**config.mk**
```make
export PLATFORM = sky130hd
export DESIGN_NAME = regfile_sb
export DESIGN_NICKNAME = d
export VERILOG_FILES = /design/src/rtl/regfile_sb.sv
export SDC_FILE = /design/constraint.sdc
export NUM_CORES = 1
export LEC_CHECK = 0
export ABC_AREA = 1
export CAP_MARGIN = 20
export CORE_UTILIZATION = 45
export DETAILED_ROUTE_END_ITERATION = 12
export PLACE_DENSITY = 0.65
export SYNTH_ARGS = -nofsm -noshare
export SYNTH_HDL_FRONTEND = slang
export SYNTH_SLANG_ARGS = --single-unit
```
**constraint.sdc**
```tcl
create_clock -name clk -period 2.2 [get_ports clk]
set_input_delay 0.44 -clock clk [delete_from_list [all_inputs] [get_ports clk]]
set_output_delay 0.44 -clock clk [all_outputs]
set_load 0.05 [all_outputs]
```
**src/rtl/regfile_sb.sv**
```systemverilog
// Register file with pending scoreboard for decode-stage RAW hazard detection.
// Latency: writes commit on the clock edge; reads are registered (1 cycle), with write-to-read bypass.
// Backpressure: none; the block always accepts. rd_busy1/2 tell decode to stall on a pending source.
module regfile_sb #(
  parameter int                DATA_W    = 8,
  parameter int                ADDR_W    = 4,
  parameter logic [DATA_W-1:0] RESET_VAL = '0,
  parameter int                ZERO_REG  = 0
) (
  input  logic              clk,
  input  logic              rst_n,
  // decode read ports
  input  logic              rd_en,
  input  logic [ADDR_W-1:0] rd_addr1,
  input  logic [ADDR_W-1:0] rd_addr2,
  output logic [DATA_W-1:0] rd_data1,
  output logic [DATA_W-1:0] rd_data2,
  output logic              rd_busy1,
  output logic              rd_busy2,
  // write-back port
  input  logic              wr_en,
  input  logic [ADDR_W-1:0] wr_addr,
  input  logic [DATA_W-1:0] wr_data,
  // issue port: marks a destination as pending
  input  logic              issue_en,
  input  logic [ADDR_W-1:0] issue_addr,
  output logic              any_pending
);

  localparam int DEPTH = 1 << ADDR_W;
  localparam bit ZR    = (ZERO_REG != 0);

  logic [DATA_W-1:0] mem_q [DEPTH];
  logic [DATA_W-1:0] mem_d [DEPTH];
  logic [DEPTH-1:0]  pend_q;
  logic [DEPTH-1:0]  pend_d;
  logic [DEPTH-1:0]  pend_clr;   // pending after write-clear, before issue-set

  logic [DATA_W-1:0] rd_data1_q, rd_data1_d;
  logic [DATA_W-1:0] rd_data2_q, rd_data2_d;
  logic              rd_busy1_q, rd_busy1_d;
  logic              rd_busy2_q, rd_busy2_d;
  logic              any_pending_q, any_pending_d;

  logic              wr_ok;
  logic              iss_ok;

  // Next-state for storage, scoreboard and read registers. Reads observe
  // mem_d so a same-edge write is bypassed straight to the read port; busy
  // observes pend_clr so the consumer's own same-cycle issue is not seen.
  always_comb begin
    wr_ok         = wr_en && !(ZR && (wr_addr == '0));
    iss_ok        = issue_en && !(ZR && (issue_addr == '0));

    mem_d         = mem_q;
    if (wr_ok) begin
      mem_d[wr_addr] = wr_data;
    end

    pend_clr      = pend_q;
    if (wr_en) begin
      pend_clr[wr_addr] = 1'b0;
    end
    pend_d        = pend_clr;
    if (iss_ok) begin
      pend_d[issue_addr] = 1'b1;
    end

    rd_data1_d    = rd_data1_q;
    rd_data2_d    = rd_data2_q;
    rd_busy1_d    = rd_busy1_q;
    rd_busy2_d    = rd_busy2_q;
    if (rd_en) begin
      rd_data1_d  = (ZR && (rd_addr1 == '0)) ? '0 : mem_d[rd_addr1];
      rd_data2_d  = (ZR && (rd_addr2 == '0)) ? '0 : mem_d[rd_addr2];
      rd_busy1_d  = pend_clr[rd_addr1];
      rd_busy2_d  = pend_clr[rd_addr2];
    end

    any_pending_d = |pend_d;
  end

  // Storage array; register 0 resets to zero when it is hardwired.
  always_ff @(posedge clk or negedge rst_n) begin
    if (!rst_n) begin
      for (int i = 0; i < DEPTH; i++) begin
        mem_q[i] <= (ZR && (i == 0)) ? '0 : RESET_VAL;
      end
    end else begin
      mem_q <= mem_d;
    end
  end

  // Scoreboard and registered read-side outputs.
  always_ff @(posedge clk or negedge rst_n) begin
    if (!rst_n) begin
      pend_q        <= '0;
      rd_data1_q    <= '0;
      rd_data2_q    <= '0;
      rd_busy1_q    <= 1'b0;
      rd_busy2_q    <= 1'b0;
      any_pending_q <= 1'b0;
    end else begin
      pend_q        <= pend_d;
      rd_data1_q    <= rd_data1_d;
      rd_data2_q    <= rd_data2_d;
      rd_busy1_q    <= rd_busy1_d;
      rd_busy2_q    <= rd_busy2_d;
      any_pending_q <= any_pending_d;
    end
  end

  assign rd_data1    = rd_data1_q;
  assign rd_data2    = rd_data2_q;
  assign rd_busy1    = rd_busy1_q;
  assign rd_busy2    = rd_busy2_q;
  assign any_pending = any_pending_q;

endmodule

```
; ---- Word-level counts from Yosys, hierarchy flattened
; Index checks and enable logic that the tools add are counted.
[totals]
regBits = 163
latch_bits = 0
ram_bits = 0
rom_bits = 0
in_bits = 29
out_inout_bits = 19
elab_cells = 62
memories = 0
[classes]
n_addsub = 0
mul = 0
div_mod_pow = 0
order_cmp = 10
eq_ne = 0
shifts = 0
muxes = 20
bitwise_logic = 6
reduce_logical = 4
[ops]
columns = op, count
row1 = bitwise mux 128 bit, 1
row2 = two-way mux 128 bit, 1
row3 = binary-select mux 8 bit (select 4 bit), 2
row4 = two-way mux 8 bit, 5
row5 = demux 8 bit (select 4 bit), 1
row6 = two-way mux 16 bit, 2
row7 = < comparator 4 x 5 -> 1 bit (second input constant), 4
row8 = bitwise AND 16 bit, 1
row9 = inverter 16 bit, 1
row10 = bitwise OR 16 bit, 1
row11 = OR reduction 16 bit, 1
row12 = greater-or-equal comparator 5 bit (second input constant), 3
row13 = inverter 4 -> 5 bit, 3
row14 = binary-select mux 1 bit (select 4 bit), 2
row15 = demux 1 bit (select 4 bit), 2
row16 = greater-or-equal comparator 4 x 1 -> 1 bit (second input constant), 2
row17 = < comparator 5 x 1 -> 1 bit (second input constant), 1
row18 = two-way mux 1 bit, 4
row19 = logical AND 1 bit, 3

; ---- Longest topological paths before layout
[depth]
word_depth = 10
ltp_mapped = 13
mapped_depth_nobuf = 12

; ---- Worst setup path before layout
; OpenSTA, ideal clock, no wires.
[synth_path]
path_type = input port to flip-flop
start = input wr_addr[0]
end = register rd_data1_q[6] (netlist: rd_data1[6])
arrival_time_ns = 1.595
required_time_ns = 2.134
slack_ns = 0.540
path_stages = 12
cell_sequence = inv_1 > nand2_1 > nor2_2 > buf_2 > nand3_1 > nand3_1 > nand3_1 > nand3_1 > nand3_1 > nand2_1 > nand2_1 > nand2_1
[synth_via]
elab_chain_len = 10
elab_cells_between_ends = 11
cone_classes = order compare (2) / mux (7) / bitwise (1) / reduce/logical (1)
[synth_lines]
columns = element, line
row1 = start: declaration, 22  ; input logic [ADDR_W-1:0] wr_addr,
row2 = inverter 4 -> 5 bit (implied by the code) *, 57  ; mem_d[wr_addr] = wr_data;
row3 = greater-or-equal comparator 5 bit (implied by the code) or < comparator 5 x 1 -> 1 bit (tied branches), 57
row4 = logical AND 1 bit (implied by the code), 57
row5 = two-way mux 8 bit (implied by the code), 57
row6 = demux 8 bit (select 4 bit) *, 57
row7 = bitwise mux 128 bit *, 57
row8 = two-way mux 128 bit *, 56  ; if (wr_ok) begin
row9 = binary-select mux 8 bit (select 4 bit) *, 74  ; rd_data1_d = (ZR && (rd_addr1 == '0)) ? '0 : mem_d[rd_addr1];
row10 = two-way mux 8 bit (implied by the code) * (2 in series), 74
row11 = end signal: assignment, 105  ; rd_data1_q <= rd_data1_d;
row12 = end: declaration, 39  ; logic [DATA_W-1:0] rd_data1_q, rd_data1_d;
; Every way passes the cells marked *; elsewhere a longest branch is shown, timed or not. The select of a mux whose other input is x is not followed.
; A chain may end at the register's enable or synchronous reset.

; ---- Worst setup path after layout
[layout_path]
start = register rd_data2_q[4] (netlist: rd_data2[4])
end = output rd_data2[4]
[layout_rtl]
columns = element, line
row1 = start: declaration, 40  ; logic [DATA_W-1:0] rd_data2_q, rd_data2_d;
row2 = start signal: assignment, 106  ; rd_data2_q <= rd_data2_d;
row3 = end: declaration, 17  ; output logic [DATA_W-1:0] rd_data2,
; No word-level cell between the ends.

==> impl_metrics.tcl <==
set metrics [dict create \
    status "complete, no violations" \
    clock_sinks 163 \
    setup_tns_ns 0 \
    drv_cap 0 \
    regArea_um2 4080 \
    tightest_slew_ns 0.565 \
    max-slew-margin-rel_pct 62.1 \
    start_util_pct 45.9 \
    drv_slew 0 \
    worstSetupEndpointType "output port" \
    multi_input_area_um2 5090 \
    cts_tree "yes" \
    powerDensity_nw_per_um2 766 \
    slowest_stage "clkdlybuf4s50_1" \
    dp_hpwl_mm 24.9 \
    min_path_type "reg -> reg" \
    grt_max_degree 75 \
    core_area_um2 21000 \
    grt_pass1_vias 10600 \
    cp-start-kind "flip-flop" \
    yosysTopAreaCell "dfrtp_1" \
    dp_slack_ns -0.478 \
    antenna_found_initial 0 \
    avgSynthCellArea_um2 6.96 \
    rrSetupSlack_ns 0.79 \
    grt_usage_pct 35.4 \
    drive_gt1_share_pct 20.3 \
    syn-cell-area_um2 9650 \
    clock-root-buffer "clkbuf_16" \
    cp_top_family "buffers and inverters" \
    ys_seq_area_share_pct 42.3 \
    fin_crit_ns 2.14 \
    drt_iter0_drc 1538 \
    synth-seq-cells 163 \
    grt_pass1_wl_mm 58.9 \
    timing.hold.ws_ns 0.487 \
    clk_latency_ns 0.44 \
    synth.distinct_cells 25 \
    die-area_um2 22000 \
    vdd_drop_max_uv 532 \
    die_h_um 148 \
    fmax_ghz 0.467 \
    wl_per_cell_um 20.0 \
    fillers 1917 \
    cts.clk_slew.worst_paths_ns 0.07 \
    first_pass_iters 9 \
    area.growth.synth_to_final_pct 34.6 \
    vias_per_cell 6.02 \
    diodes 0 \
    final-setup-viol-count 0 \
    cts_buffers 17 \
    clock_path_buffers 2 \
    grt_setup_unrepaired "false" \
    crit_type "reg -> out" \
    crit_arrival_ns 1.70 \
    gp_congestion 0.954 \
    total_leakage_power_nw 6.72 \
    vias 11400 \
    hold_viol_final 0 \
    synth_nets 1416 \
    die_x_um 148 \
    wirelength_mm 37.9 \
    total_power_mw 9.96 \
    ant_nets 0 \
    worstPathCellList "clkdlybuf4s50_1" \
    dp.cells 1863 \
    finalCritPeriodShare_pct 97.2 \
    synth_top_area_share_pct 42.3 \
    finalNonFillerCells 1896 \
    cp.required_ns 1.76 \
    drcViolationCount 0 \
    synth_warnings 0 \
    synth.area.top_cells "dfrtp_1 42%, nand3_1 33%, nand2_1 15%, clkbuf_1 1.8%, buf_2 1.2%" \
    crit_buf_inv 1 \
    finalNetCount 1638 \
    netlist_instances 1387 \
    setup_ws_ns 0.0606 \
    path_max_fanout 2 \
    cts_max_level 4 \
    grt-ovfl-total 0 \
    slowest_delay_ns 0.84 \
    fin_skew_ns 0.0115 \
    io_buffer_count 47 \
    pin_count 48 \
    row_count 53 \
]
## metal layers
metal	part of all wire, %	wire length (µm)	up-vias	GRT usage (%)
met1	39	14900	5279	47.6
li1	-	-	5191	-
met2	43	16300	797	52.0
met5	0	0	-	0
met4	5.6	2130	0	20.3
met3	12	4610	153	8.37
## placed cells by master (no fill, tap or decap), types with 10 or more instances in the layout
master           synthesis  layout
buf_12                   0      25
buf_4                   10     231
clkbuf_16                0      17
clkdlybuf4s50_1          0      41
dfrtp_1                163     163
inv_1                   25      25
nand2_1                391     383
nand2_2                  6      11
nand3_1                628     618
nand3_2                  0      10
nor2_1                  20      18
## logic make-up (layout without fill, tap and decap cells)
family	count (synthesis)	after routing	synth area share (%)
buffers and inverters	139	373	6.11
AND/OR/NAND/NOR	1053	1053	49.5
AO/OA/AOI/OAI	32	32	2.15
flip-flops	163	163	42.3
## cells in the mapped netlist
cell	number
nand3_1	628
nand2_1	391
dfrtp_1	163
clkbuf_1	45
inv_1	25
buf_1	24
buf_2	23
nor2_1	20
buf_4	10
o21bai_1	10
o21ai_0	8
clkinv_1	7
nand2_2	6
a21boi_0	4
inv_2	4
nor2_2	4
a21oi_1	3
o21ai_1	3
a32o_1	2
nor3_1	2
a31oi_1	1
clkinv_2	1
nand4_1	1
nor2_4	1
o22ai_1	1
## where the power goes
part	switching, mW	total (mW)	internal (mW)
sequential	0.210	3.80	3.59
combinational	1.84	2.99	1.15
clock	1.32	3.17	1.85
## per-stage QoR
step,area [µm²],util (%)
detailed placement,12200,58.3
global route,13000,61.8
finish,13000,61.8
floorplan,9650,-
global placement,12200,58.3
CTS,12900,61.2
## final cells by class
cell class,count,share of cell area (%)
clock buffers,20,3.51
clock inverters,11,1.17
inverters,37,1.10
multi-input cells,1085,39.2
flip-flops and latches,163,31.4
well taps,275,2.65
repair buffers,305,21.0
## sequential cells by signal, indices dropped and copies added (netlist names)
register     count
pend_q          16
rd_data2         8
rd_busy2         1
rd_busy1         1
any_pending      1
rd_data1         8
mem_q          128
## timing repair
item / 4_1_cts / 5_1_grt
pin swaps: 0 / 1
endpoints found under the hold margin: 36 / 0
setup endpoints to repair: 8 / 18
buffers inserted: 0 / 1
hold buffers: 1 / 0
resized for setup: 2 / 31
cloned: 0 / 0
## final timing paths
path                            cells past startpoint        start     endpoint
worst max-delay path                                1  rd_data2[4]  rd_data2[4]
worst min-delay path                                2  rd_data1[3]  rd_data1[3]
worst max register to register                      9     mem_q[5]  rd_data1[5]
worst min register to register                      2  rd_data1[3]  rd_data1[3]
max in group asynchronous                           3        rst_n   mem_q[122]
min in group asynchronous                           2        rst_n    mem_q[35]
Note: power is estimated with default switching activity, not from simulation.
